## config.mk

```make
export PLATFORM = sky130hd
export DESIGN_NAME = synth_param_bank
export DESIGN_NICKNAME = d
export VERILOG_FILES = /design/src/rtl/synth_param_pkg.sv /design/src/rtl/synth_param_bank_key_repeat.sv /design/src/rtl/synth_param_bank.sv
export SDC_FILE = /design/constraint.sdc
export NUM_CORES = 1
export LEC_CHECK = 0
export BUFFER_PORTS_ARGS = -buffer_cell sky130_fd_sc_hd__buf_4
export CORE_MARGIN = 5
export CORE_UTILIZATION = 59
export CTS_BUF_LIST = sky130_fd_sc_hd__clkbuf_16
export DETAILED_ROUTE_END_ITERATION = 10
export PLACE_DENSITY = 0.92
export SETUP_SLACK_MARGIN = 0.4
export SYNTH_ARGS = -nofsm -noshare
export SYNTH_HDL_FRONTEND = slang
export SYNTH_SLANG_ARGS = --single-unit
```

## constraint.sdc

```tcl
create_clock -name clk -period 6.9 [get_ports clk]
set_clock_uncertainty 0.05 [all_clocks]
set_input_delay 2.07 -clock clk [delete_from_list [all_inputs] [get_ports clk]]
set_output_delay 2.07 -clock clk [all_outputs]
set_load 0.05 [all_outputs]
```

## src/rtl/synth_param_pkg.sv

```systemverilog
// Shared constants for the synth parameter bank: slot indices,
// repeat FSM states and default step/saturation settings.
package synth_param_pkg;

    localparam int P_AMP     = 0;
    localparam int P_ATTACK  = 1;
    localparam int P_DECAY   = 2;
    localparam int P_SUSTAIN = 3;
    localparam int P_RELEASE = 4;

    typedef enum logic [1:0] {
        ST_IDLE,
        ST_HOLD,
        ST_REPEAT
    } rep_st_t;

    localparam int          STEP_SHIFT_DEF = 23;
    localparam int unsigned MAX_VAL_DEF    = 32'd1073741824;

endpackage

```

## src/rtl/synth_param_bank_key_repeat.sv

```systemverilog
// Key edge detect plus hold-to-repeat FSM; emits step_up/step_dn pulses.
// Only built when SYNTH_PARAM_REPEAT_EN is defined.
`ifdef SYNTH_PARAM_REPEAT_EN
module key_repeat
    import synth_param_pkg::*;
#(
    parameter int          SW     = 3,
    parameter int unsigned DELAY  = 8,
    parameter int unsigned PERIOD = 4
) (
    input  logic          i_clk,
    input  logic          i_rst_n,
    input  logic          i_inc,
    input  logic          i_dec,
    input  logic [SW-1:0] i_sel,
    output logic          o_step_up,
    output logic          o_step_dn
);

    localparam int unsigned LMAX = (DELAY > PERIOD) ? DELAY : PERIOD;
    localparam int          CW   = $clog2(LMAX) + 1;
    localparam logic [CW-1:0] LD_DELAY  = CW'(DELAY - 1);
    localparam logic [CW-1:0] LD_PERIOD = CW'(PERIOD - 1);

    rep_st_t       r_state, w_state_n;
    logic [CW-1:0] r_cnt, w_cnt_n;
    logic          r_up, w_up_n;
    logic          r_inc_q, r_dec_q;
    logic [SW-1:0] r_sel_q;

    logic w_dir_up, w_dir_dn;
    logic w_rise_up, w_rise_dn;
    logic w_drop;

    assign w_dir_up  = i_inc & ~i_dec;
    assign w_dir_dn  = i_dec & ~i_inc;
    assign w_rise_up = w_dir_up & ~r_inc_q;
    assign w_rise_dn = w_dir_dn & ~r_dec_q;
    // Held direction lost, both keys down, or target slot moved
    assign w_drop = (r_up ? ~w_dir_up : ~w_dir_dn) | (i_sel != r_sel_q);

    always_ff @(posedge i_clk or negedge i_rst_n) begin
        if (!i_rst_n) begin
            r_state <= ST_IDLE;
            r_cnt   <= '0;
            r_up    <= 1'b0;
            r_inc_q <= 1'b0;
            r_dec_q <= 1'b0;
            r_sel_q <= '0;
        end else begin
            r_state <= w_state_n;
            r_cnt   <= w_cnt_n;
            r_up    <= w_up_n;
            r_inc_q <= i_inc;
            r_dec_q <= i_dec;
            r_sel_q <= i_sel;
        end
    end

    always_comb begin
        w_state_n = r_state;
        w_cnt_n   = r_cnt;
        w_up_n    = r_up;
        o_step_up = 1'b0;
        o_step_dn = 1'b0;
        unique case (r_state)
            ST_IDLE: begin
                if (w_rise_up || w_rise_dn) begin
                    o_step_up = w_rise_up;
                    o_step_dn = w_rise_dn;
                    w_up_n    = w_rise_up;
                    w_cnt_n   = LD_DELAY;
                    w_state_n = ST_HOLD;
                end
            end
            ST_HOLD, ST_REPEAT: begin
                if (w_drop) begin
                    w_state_n = ST_IDLE;
                    w_cnt_n   = '0;
                end else if (r_cnt == '0) begin
                    o_step_up = r_up;
                    o_step_dn = ~r_up;
                    w_cnt_n   = LD_PERIOD;
                    w_state_n = ST_REPEAT;
                end else begin
                    w_cnt_n = r_cnt - 1'b1;
                end
            end
            default: w_state_n = ST_IDLE;
        endcase
    end

endmodule
`endif

```

## src/rtl/synth_param_bank.sv

```systemverilog
// Saturating, selectable synth parameter register file with key stepping.
// SYNTH_PARAM_REPEAT_EN enables hold-to-repeat via key_repeat.
module synth_param_bank
    import synth_param_pkg::*;
#(
    parameter int                  NUM_PARAMS    = 5,
    parameter int                  WIDTH         = 31,
    parameter int                  STEP_SHIFT    = STEP_SHIFT_DEF,
    parameter int unsigned         MAX_VAL       = MAX_VAL_DEF,
    parameter logic [NUM_PARAMS-1:0] ZERO_MASK   = 5'b00100,
    parameter int unsigned         REPEAT_DELAY  = 25000000,
    parameter int unsigned         REPEAT_PERIOD = 5000000
) (
    input  logic                          clk,
    input  logic                          reset,
    input  logic                          inc,
    input  logic                          dec,
    input  logic [$clog2(NUM_PARAMS)-1:0] sel,
    output logic [NUM_PARAMS*WIDTH-1:0]   params,
    output logic [3:0]                    sel_nibble,
    output logic                          upd,
    output logic [$clog2(NUM_PARAMS)-1:0] upd_idx,
    output logic [NUM_PARAMS-1:0]         sat
);

    localparam int SW = $clog2(NUM_PARAMS);
    localparam int W1 = WIDTH + 1;
    localparam logic [WIDTH-1:0] MAX_W = WIDTH'(MAX_VAL);
    localparam logic [WIDTH:0]   MAX_E = W1'(MAX_VAL);
    localparam logic [WIDTH:0]   STP_E = W1'(1) << STEP_SHIFT;

    logic w_up, w_dn;

`ifdef SYNTH_PARAM_REPEAT_EN
    key_repeat #(
        .SW     (SW),
        .DELAY  (REPEAT_DELAY),
        .PERIOD (REPEAT_PERIOD)
    ) u_key_repeat (
        .i_clk     (clk),
        .i_rst_n   (reset),
        .i_inc     (inc),
        .i_dec     (dec),
        .i_sel     (sel),
        .o_step_up (w_up),
        .o_step_dn (w_dn)
    );
`else
    logic r_inc_q, r_dec_q;
    logic w_unused_cfg;

    assign w_unused_cfg = ^{REPEAT_DELAY[0], REPEAT_PERIOD[0]};

    always_ff @(posedge clk or negedge reset) begin
        if (!reset) begin
            r_inc_q <= 1'b0;
            r_dec_q <= 1'b0;
        end else begin
            r_inc_q <= inc;
            r_dec_q <= dec;
        end
    end

    assign w_up = inc & ~dec & ~r_inc_q;
    assign w_dn = dec & ~inc & ~r_dec_q;
`endif

    logic [WIDTH-1:0]      r_val [NUM_PARAMS];
    logic [WIDTH-1:0]      w_nxt [NUM_PARAMS];
    logic [NUM_PARAMS-1:0] r_sat;
    logic                  r_upd;
    logic [SW-1:0]         r_idx;
    logic                  w_hit;
    logic [3:0]            w_nib;

    // Extra headroom bit keeps the bound compares free of wrap-around
    function automatic logic [WIDTH-1:0] f_step(
        input logic [WIDTH-1:0] v,
        input logic             up
    );
        logic [WIDTH:0] x;
        x = {1'b0, v};
        if (up) x = (x > MAX_E - STP_E) ? MAX_E : x + STP_E;
        else    x = (x < STP_E) ? '0 : x - STP_E;
        return x[WIDTH-1:0];
    endfunction

    assign w_hit = (w_up | w_dn) & ({1'b0, sel} < W1'(NUM_PARAMS));

    always_comb begin
        for (int i = 0; i < NUM_PARAMS; i++) begin
            w_nxt[i] = r_val[i];
            if (w_hit && sel == SW'(i)) w_nxt[i] = f_step(r_val[i], w_up);
        end
    end

    always_ff @(posedge clk or negedge reset) begin
        if (!reset) begin
            for (int i = 0; i < NUM_PARAMS; i++)
                r_val[i] <= ZERO_MASK[i] ? '0 : MAX_W;
            r_sat <= '1;
            r_upd <= 1'b0;
            r_idx <= '0;
        end else begin
            for (int i = 0; i < NUM_PARAMS; i++) begin
                r_val[i] <= w_nxt[i];
                r_sat[i] <= (w_nxt[i] == '0) || (w_nxt[i] == MAX_W);
            end
            r_upd <= w_hit;
            if (w_hit) r_idx <= sel;
        end
    end

    always_comb begin
        w_nib = '0;
        for (int i = 0; i < NUM_PARAMS; i++)
            if (sel == SW'(i)) w_nib = r_val[i][WIDTH-1 -: 4];
    end

    for (genvar g = 0; g < NUM_PARAMS; g++) begin : g_bus
        assign params[g*WIDTH +: WIDTH] = r_val[g];
    end

    assign sel_nibble = w_nib;
    assign upd        = r_upd;
    assign upd_idx    = r_idx;
    assign sat        = r_sat;

endmodule
```

-- Yosys cells after proc, flatten, opt, wreduce, memory -nomap -nowiden
Cells that the tools add are included.
- register bits: 166
- input port bits: 7
- output and inout bits: 168
- logic and storage cells: 91
- $add $sub $neg: 10
- order comparisons: 11
- equality and inequality tests: 9
- muxes and demuxes: 25
- bitwise logic cells: 10
- reductions and logical operators: 16
- operators by type and width (cell ; count):
    31-bit two-way mux ; 20
    31-bit by 24-bit adder with 31-bit output (second input constant) ; 5
    31-bit equality test (second input constant) ; 5
    31-bit by 30-bit > comparator with 1-bit output (second input constant) ; 5
    31-bit zero test ; 5
    31-bit by 24-bit < comparator with 1-bit output (second input constant) ; 5
    31-bit by 24-bit subtractor with 31-bit output (second input constant) ; 5
    4-bit two-way mux ; 5
    3-bit by 2-bit equality test with 1-bit output (second input constant) ; 2
    1-bit AND ; 5
    1-bit logical AND ; 5
    1-bit logical OR ; 5
    1-bit inverter ; 4
    3-bit by 1-bit equality test with 1-bit output (second input constant) ; 1
    3-bit equality test (second input constant) ; 1
    3-bit zero test ; 1
    3-bit < comparator (second input constant) ; 1
    1-bit OR ; 1

-- Logic depth before layout (Yosys ltp)
Gate-level depths: netlist of the first run.
- depth after elaboration: 9
- gate-level depth with buffers: 11

-- Least setup slack after synthesis of the first run
OpenSTA, ideal clock, no wires.
- path type: input to output
- start: input sel[2]
- end: output sel_nibble[3]
- arrival time: 3.795 ns
- required time: 4.780 ns
- setup slack: 0.985 ns
- stages on the path: 5
- path buffers: 2
- path through: clkbuf_1 > buf_1 > nor2b_1 > a22oi_1 > o22ai_1
- word-level cells in the longest chain between the ends: 6
- elaborated cells on any way between the ends: 10
- those cells by class: eq/ne (4); mux (5); reduce/logical (1)
- ends and longest elaborated chain (element ; line ; text):
    from (decl) ; synth_param_bank.sv:18 ; input logic [$clog2(NUM_PARAMS)-1:0] sel,
    3-bit zero test ; synth_param_bank.sv:117 ; if (sel == SW'(i)) w_nib = r_val[i][WIDTH-1 -: 4];
    4-bit two-way mux (4 in series) ; synth_param_bank.sv:117 ;
    4-bit two-way mux * ; synth_param_bank.sv:117 ;
    to (decl) ; synth_param_bank.sv:20 ; output logic [3:0] sel_nibble,
Every way passes the cells marked *; elsewhere a longest branch is shown, timed or not.

-- Worst setup path after layout of the first run
- start: input sel[2]
- end: output sel_nibble[0]
Same word-level chain as after synthesis.

==> summary.txt, run 1 <==
Synthesis
  – Synth Flop Type: dfrtp_1
  – Syn Nets: 811
  – Register area share after synthesis: 52.4%
  – Top cells by area, synth: dfrtp_1, nor2b_1, dfstp_2, a21oi_1, nor4_1
  – Count of flip-flops with a built-in enable after synthesis: 0
  – Synth area leader: dfrtp_1
  – Yosys top cell area share: 49.4%
  – Syn Inst Count: 794
  – Distinct cells, synth: 74
  – Synth warn: 0
  – Synth Register Bits: 166
  – Mean Syn Cell Area: 10.0 um^2
  – Async set-reset flop share out of synthesis: 100%
  – Netlist Area Pre-Place: 7950 um^2

Finish
  – Antenna cells: 0
  – Sequential cell area: 4170 um^2
  – Fin util: 74.9%
  – Layout cells sized above 1: 25.1%
  – Layout area overhead: 24.8%
  – Multi-input gate area: 3530 um^2
  – Nets: 967
  – Fillers: 960

Floorplanning
  – Core area: 13200 um^2
  – Rows: 42
  – Die Width: 126 um
  – Die Y: 126 um
  – Io pins: 175
  – Die area: 15900 um^2
  – Initial Utilization: 60.0%

STA
  – Rel. slew slack: 31.5%
  – Fmax: 192 MHz
  – Final number of hold-violating endpoints: 0
  – Worst Max-Slew Pin Slew: 1.03 ns
  – TNS Setup: 0 ns
  – Setup ws final: 1.68 ns
  – Final Cycle Share: 75.6%
  – Final setup fails: 0
  – Tmin final: 5.22 ns
  – RSZ-0062 raised after global routing: no
  – Max Slew Vio Count: 0

Global routing
  – Largest net degree at the start of global routing: 122
  – First-pass GRT wire length: 33000 um
  – Met3 Usage GRT: 8.04%
  – Gr usage total: 25.4%
  – Vias in the first global route: 6519
  – Grt met1 use: 34.2%
  – GRT busiest layer: met2
  – Initial antenna violation count: 1
  – Global route overflow: 0
  – M2 GR Usage: 39.7%

Setup path
  – Start point of the critical path: sel[2]
  – R2r endpoint: sat[2]
  – CP endpoint kind: primary output
  – Crit path arrival time: 3.10 ns
  – R2R Setup Slk: 3.66 ns
  – Crit path capture: sel_nibble[0]
  – Critical path class: primary input to primary output
  – Req. time, crit path: 4.78 ns
  – R2R depth: 7
  – Critical Path Start Type: primary input
  – Worst-path fanout max: 18
  – Reg-to-reg startpoint: r_inc_q

Drt
  – ANT nets after route: 0
  – First-pass iteration count of the detailed router: 6
  – Vias per inst: 6.07
  – DRT iter0 DRCs: 897
  – DRC violations left: 0
  – Via count: 6912
  – Routed len/inst: 17.8 um
  – Total Routed Length: 20300 um

Power
  – Seq pwr share: 40.2%
  – Combinational Power Share: 31.0%
  – Psw: 1210 uW
  – Clock Power Share: 28.8%
  – Leakage power total: 0.00490 uW
  – Sw frac: 38.8%
  – Internal power: 1910 uW
  – P per Cell Area: 315 nW/um^2
  – VDD IR max: 0.189 mV

Placed design
  – DP HPWL: 14200 um
  – # port buffers: 174
  – Pre-CTS WS: 1.71 ns
  – GP Congestion: 0.907

Clock tree
  – CTS max path bufs: 2
  – Root buffer cell: clkbuf_16
  – Clk slew on worst S/H paths: 0.06 ns
  – # H-tree levels: 4
  – Post-CTS Setup Bufs: 0
  – CTS buffer count: 17
  – # hold bufs at CTS: 0
  – Clk sinks: 166
  – Clock Latency Late Sink: 0.43 ns
  – TritonCTS clock tree: yes
  – Post-CTS sizing: 0

Job
  – MaxCap Viol Count: 0

Run status
  – Status: finished clean

Min path
  – Worst min path class: register to register
## Yosys cell counts, types with 3 or more instances
| cell type | count |
|---|---|
| dfrtp_1 | 157 |
| nor2b_1 | 92 |
| nor2_1 | 47 |
| a21oi_1 | 44 |
| nand2_1 | 40 |
| nor3_1 | 37 |
| o21ai_0 | 37 |
| clkbuf_1 | 34 |
| nor4_1 | 32 |
| and2_1 | 24 |
| inv_1 | 18 |
| nand3_1 | 18 |
| nand4_1 | 16 |
| a31oi_1 | 13 |
| o211ai_1 | 12 |
| or3_1 | 12 |
| and3_1 | 10 |
| ha_1 | 10 |
| a22oi_1 | 9 |
| dfstp_2 | 9 |
| nor4b_1 | 9 |
| o31ai_1 | 7 |
| o22ai_1 | 6 |
| mux2i_1 | 5 |
| o21a_1 | 5 |
| a21o_1 | 4 |
| and2b_1 | 4 |
| buf_2 | 4 |
| buf_4 | 4 |
| o31a_1 | 4 |
| a211o_1 | 3 |
| a31o_2 | 3 |
| a32oi_1 | 3 |
| nand2b_1 | 3 |
| nor3b_1 | 3 |
| o21ai_1 | 3 |
## cell type report
cell class | instances | share of cell area [%]
clock buffer | 17 | 4.29
inverter | 18 | 0.681
sequential | 166 | 42.0
clock inverter | 15 | 1.41
multi-input combinational | 564 | 35.5
timing repair buffer | 183 | 13.9
tap | 176 | 2.22
## power by group through the flow
| stage | clock network (uW) | logic, uW | registers (uW) |
|---|---|---|---|
| 3_3_place_gp | 0 | 937 | 1260 |
| 4_1_cts | 908 | 962 | 1250 |
| 5_1_grt | 957 | 1040 | 1270 |
| 6_report | 899 | 967 | 1260 |
| 2_1_floorplan | 0 | 485 | 1450 |
| 3_5_place_dp | 0 | 953 | 1260 |
## layout by cell type, fill, tap and decap left out, drive strengths merged, types with 5 or more instances in the layout
cell type    n
clkbuf      17
nand3       18
or3         13
inv         20
dfstp        9
a31oi       13
o211ai      12
clkinv      11
o21ai       40
nor2        47
buf        183
nand2       40
nand4       16
nor4b        9
nor2b       92
o21a         6
and3        10
o31ai        8
o22ai        6
nor3b        5
nor3        38
dfrtp      157
ha          10
nor4        34
a21oi       44
and2        25
a22oi        9
mux2i        5
## how the worst min path moves through the flow
| stage | startpoint | cells after the start | slack [ns] | end |
|---|---|---|---|---|
| 2_1_floorplan | params[154] | 2 | 0.59 | params[154] |
| 3_3_place_gp | params[76] | 1 | 0.45 | params[76] |
| 3_5_place_dp | params[73] | 1 | 0.45 | params[73] |
| 4_1_cts | params[70] | 1 | 0.47 | params[70] |
| 5_1_grt | params[46] | 1 | 0.49 | params[46] |
| 6_report | params[80] | 1 | 0.47 | params[80] |
## critical path, stage by stage
cell,delay (ns)
buf_4,0.19
nor2b_1,0.29
a22oi_1,0.15
o22ai_1,0.17
buf_4,0.23
## through the flow
| stage | hold WS (ns) | area [um^2] | cells | power [uW] |
|---|---|---|---|---|
| 4_1_cts | 0.473 | 9920 | 1139 | 3120 |
| 3_5_place_dp | 0.453 | 9360 | 1107 | 2220 |
| 3_3_place_gp | 0.450 | 9360 | 1107 | 2200 |
| 2_1_floorplan | 0.593 | 7950 | 794 | 1930 |
| 5_1_grt | 0.492 | 9920 | 1139 | 3270 |
| 6_report | 0.473 | 9920 | 1139 | 3120 |
## state kept, by name, indices dropped and copies added (netlist names)
name and cells:
params 155, r_dec_q 1, r_inc_q 1, sat 5, upd 1, upd_idx 3
## routing by layer
| metal | share of wire, % | up-vias |
|---|---|---|
| met1 | 41 | 3323 |
| met5 | 0.099 | - |
| li1 | - | 3190 |
| met2 | 47 | 351 |
| met3 | 9.1 | 46 |
| met4 | 2.0 | 2 |
## cell families (layout without fill, tap and decap cells)
family,Yosys count,count (layout),synth area share [%]
flip-flops,166,166,52.4
XOR/XNOR,4,4,0.441
adder cells (fa/ha/maj),10,10,1.57
AND/OR/NAND/NOR,362,362,26.1
multiplexers,6,6,0.771
buffers and inverters,64,233,3.48
AO/OA/AOI/OAI,182,182,15.3
Power figures use the tool's default switching activity.
==> run 2: changes to the inputs <==
- ABC_AREA: unset -> 1
- CORE_UTILIZATION: 59 -> 56
- PLACE_DENSITY: 0.92 -> 0.87
- clock period: 6.9 -> 4.85 ns (I/O delays scaled with it)
==> run 2 against run 1 <==
Net effect:
- clock-buffer cell count stayed put
- global-route usage is 1.5 points lower
- register-to-register slack worse by 1.2 ns
- setup slack worse by 0.87 ns
- critical path depth is 4 higher
- clock power is 47% higher
- die area is 18% higher
- highest routed layer is now met4
- final cell count is 42% higher
- first-iteration DRC count is 45% lower
- routed wire length is 7.4% higher
==> summary.txt, run 2 <==
Run status
  – Status: finished clean

Min path
  – Hold Path Sink: params[21]
  – Cell count of the worst hold path: 2
  – Min-delay src: params[21]
  – Worst min path class: register to register

Power
  – Internal power: 2740 uW
  – Psw: 1900 uW
  – Sw frac: 40.9%
  – P per Cell Area: 420 nW/um^2
  – Combinational Power Share: 34.2%
  – Tot Pwr: 4640 uW
  – Seq pwr share: 37.3%
  – Clock Power Share: 28.4%
  – VDD IR max: 0.264 mV
  – Leakage power total: 0.00666 uW

Synthesis
  – Top cells by area, synth: dfrtp_1, nand2_1, inv_1, nor2_1, xor2_1
  – Largest family of logic cells by synthesized area: simple AND/OR/NAND/NOR gates
  – Post-synthesis compound-gate area fraction: 5.56%
  – Register area share after synthesis: 46.2%
  – Synth Flop Type: dfrtp_1
  – Synth Register Bits: 166
  – Mux share of post-synthesis cell area: 0.125%
  – Count of flip-flops with a built-in enable after synthesis: 0
  – Xor/xnor share of the synthesized area: 3.40%
  – Yosys top cell area share: 43.6%
  – Most common cell in the netlist: nand2_1
  – Async set-reset flop share out of synthesis: 100%
  – Synth cell count leaders: nand2_1, inv_1, dfrtp_1, nor2_1, inv_2
  – Post-Synth Adder-Cell Area: 1.39%
  – Simple-gate share of the synthesized area: 29.7%
  – Distinct cells, synth: 45
  – Mean Syn Cell Area: 7.41 um^2
  – Syn Inst Count: 1216
  – Syn Nets: 1233
  – Synth warn: 0
  – Synth area leader: dfrtp_1
  – Netlist Area Pre-Place: 9010 um^2

Finish
  – Most common cell after layout, fill and taps aside: nand2_1
  – Max reg flops: 155
  – Nets: 1406
  – Layout area overhead: 22.6%
  – Most frequent cells in the layout: nand2_1, inv_1, buf_4, dfrtp_1, nor2_1
  – Antenna cells: 0
  – Layout cells sized above 1: 21.6%
  – Fin util: 69.8%

Job
  – MaxCap Viol Count: 0

STA
  – RSZ-0062 raised after global routing: no
  – Final number of hold-violating endpoints: 0
  – Worst Max-Slew Pin Slew: 0.794 ns
  – Final setup fails: 0
  – Fmax: 247 MHz
  – Max Slew Vio Count: 0
  – Tmin final: 4.04 ns
  – TNS Setup: 0 ns
  – Rel. slew slack: 47.0%
  – Final Cycle Share: 83.3%
  – Setup ws final: 0.809 ns

Setup path
  – Slowest Stage Delay on Critical Path: 0.24 ns
  – Worst-path fanout max: 5
  – CP endpoint kind: primary output
  – R2r endpoint: sat[2]
  – Critical Path Start Type: primary input
  – Cell family with most CP delay: buffers and inverters
  – R2R depth: 10
  – Reg-to-reg startpoint: r_inc_q
  – Worst path cell trace: buf_4 > inv_2 > nand2_1 > nor2_1 > inv_2 > o22ai_1 > a21oi_1 > o221ai_1 > buf_4
  – Crit path arrival time: 2.54 ns
  – R2R Setup Slk: 2.48 ns
  – Critical path class: primary input to primary output
  – Req. time, crit path: 3.35 ns
  – Slowest CP cell: buf_4
  – Critical path buffer and inverter count: 4

Floorplanning
  – Initial Utilization: 56.9%
  – Io pins: 175
  – Die area: 18700 um^2
  – Die Y: 137 um
  – Core area: 15800 um^2
  – Rows: 46
  – Die Width: 137 um

Drt
  – Via count: 8038
  – Total Routed Length: 21800 um
  – DRT iter0 DRCs: 489
  – First-pass iteration count of the detailed router: 5
  – Vias per inst: 4.97
  – Routed len/inst: 13.5 um
  – DRC violations left: 0
  – ANT nets after route: 0

Clock tree
  – # H-tree levels: 4
  – Clk slew on worst S/H paths: 0.06 ns
  – Root buffer cell: clkbuf_16
  – Post-CTS Setup Bufs: 0
  – Clock Latency Late Sink: 0.42 ns
  – CTS buffer count: 17
  – # hold bufs at CTS: 0
  – Post-CTS sizing: 0
  – Clk sinks: 166
  – CTS max path bufs: 2
  – TritonCTS clock tree: yes

Global routing
  – Gr usage total: 23.9%
  – Global route overflow: 0
  – Initial antenna violation count: 0
  – Largest net degree at the start of global routing: 72
  – Vias in the first global route: 7609
  – First-pass GRT wire length: 36000 um

Placed design
  – GP Congestion: 0.909
  – # port buffers: 174
  – Pre-CTS WS: 0.820 ns
  – DP HPWL: 15900 um
## run 2: worst register-to-register path: stages (launching register included)
cell and delay [ns]:
dfrtp_1 0.33, inv_1 0.04, nand2_2 0.37, inv_1 0.51, nand2_2 0.26, nand3_4 0.26, nand2_1 0.14, inv_1 0.06
nor2_1 0.10, nand3_1 0.09, nor2_1 0.11
## run 2: logic make-up (layout without fill, tap and decap cells)
| logic type | after synthesis | after routing |
|---|---|---|
| AOI/OAI and AO/OA | 86 | 86 |
| xor gates and xnor gates | 35 | 35 |
| adders and majority gates | 10 | 10 |
| buffers and inverters | 306 | 492 |
| DFF | 166 | 166 |
| muxes | 1 | 1 |
| and+or+nand+nor | 612 | 612 |
## run 2: cell type report
cell class	count	area, um^2
repair buffers	177	1350
flip-flops and latches	166	4170
clock buffers	17	425
well taps	216	270
fillers	1302	4780
clock inverters	15	153
multi-input cells	744	3610
inverters	283	1070
## run 2: per-stage QoR
| stage | hold WS [ns] | area (um^2) | instances |
|---|---|---|---|
| 2_1_floorplan | 0.559 | 9010 | 1216 |
| 3_3_place_gp | 0.420 | 10500 | 1586 |
| 3_5_place_dp | 0.426 | 10500 | 1586 |
| 4_1_cts | 0.443 | 11000 | 1618 |
| 5_1_grt | 0.462 | 11000 | 1618 |
| 6_report | 0.441 | 11000 | 1618 |
## run 2: power groups by stage
stage                     Combinational (uW)  Clock (uW)  Sequential [uW]
after detailed placement                1580           0             1750
after global routing                    1740        1400             1750
after global placement                  1550           0             1750
after floorplan                          801           0             2080
final                                   1590        1320             1730
after CTS                               1590        1340             1730
## run 2: routing by layer
metal	vias up	global-route usage, %	wire length (um)
met4	0	8.43	476
met3	34	5.04	1390
met5	-	0	0
met2	264	39.6	10900
li1	3985	-	-
met1	3755	31.2	9030
## run 2: how the worst max path moves through the flow
stage | start | endpoint | slack [ns] | cells past startpoint
2_1_floorplan | sel[1] | sel_nibble[0] | 0.80 | 3
3_3_place_gp | sel[2] | sel_nibble[1] | 0.83 | 9
3_5_place_dp | sel[2] | sel_nibble[3] | 0.82 | 9
4_1_cts | sel[2] | sel_nibble[3] | 0.81 | 9
5_1_grt | sel[2] | sel_nibble[3] | 0.67 | 9
6_report | sel[2] | sel_nibble[3] | 0.81 | 9
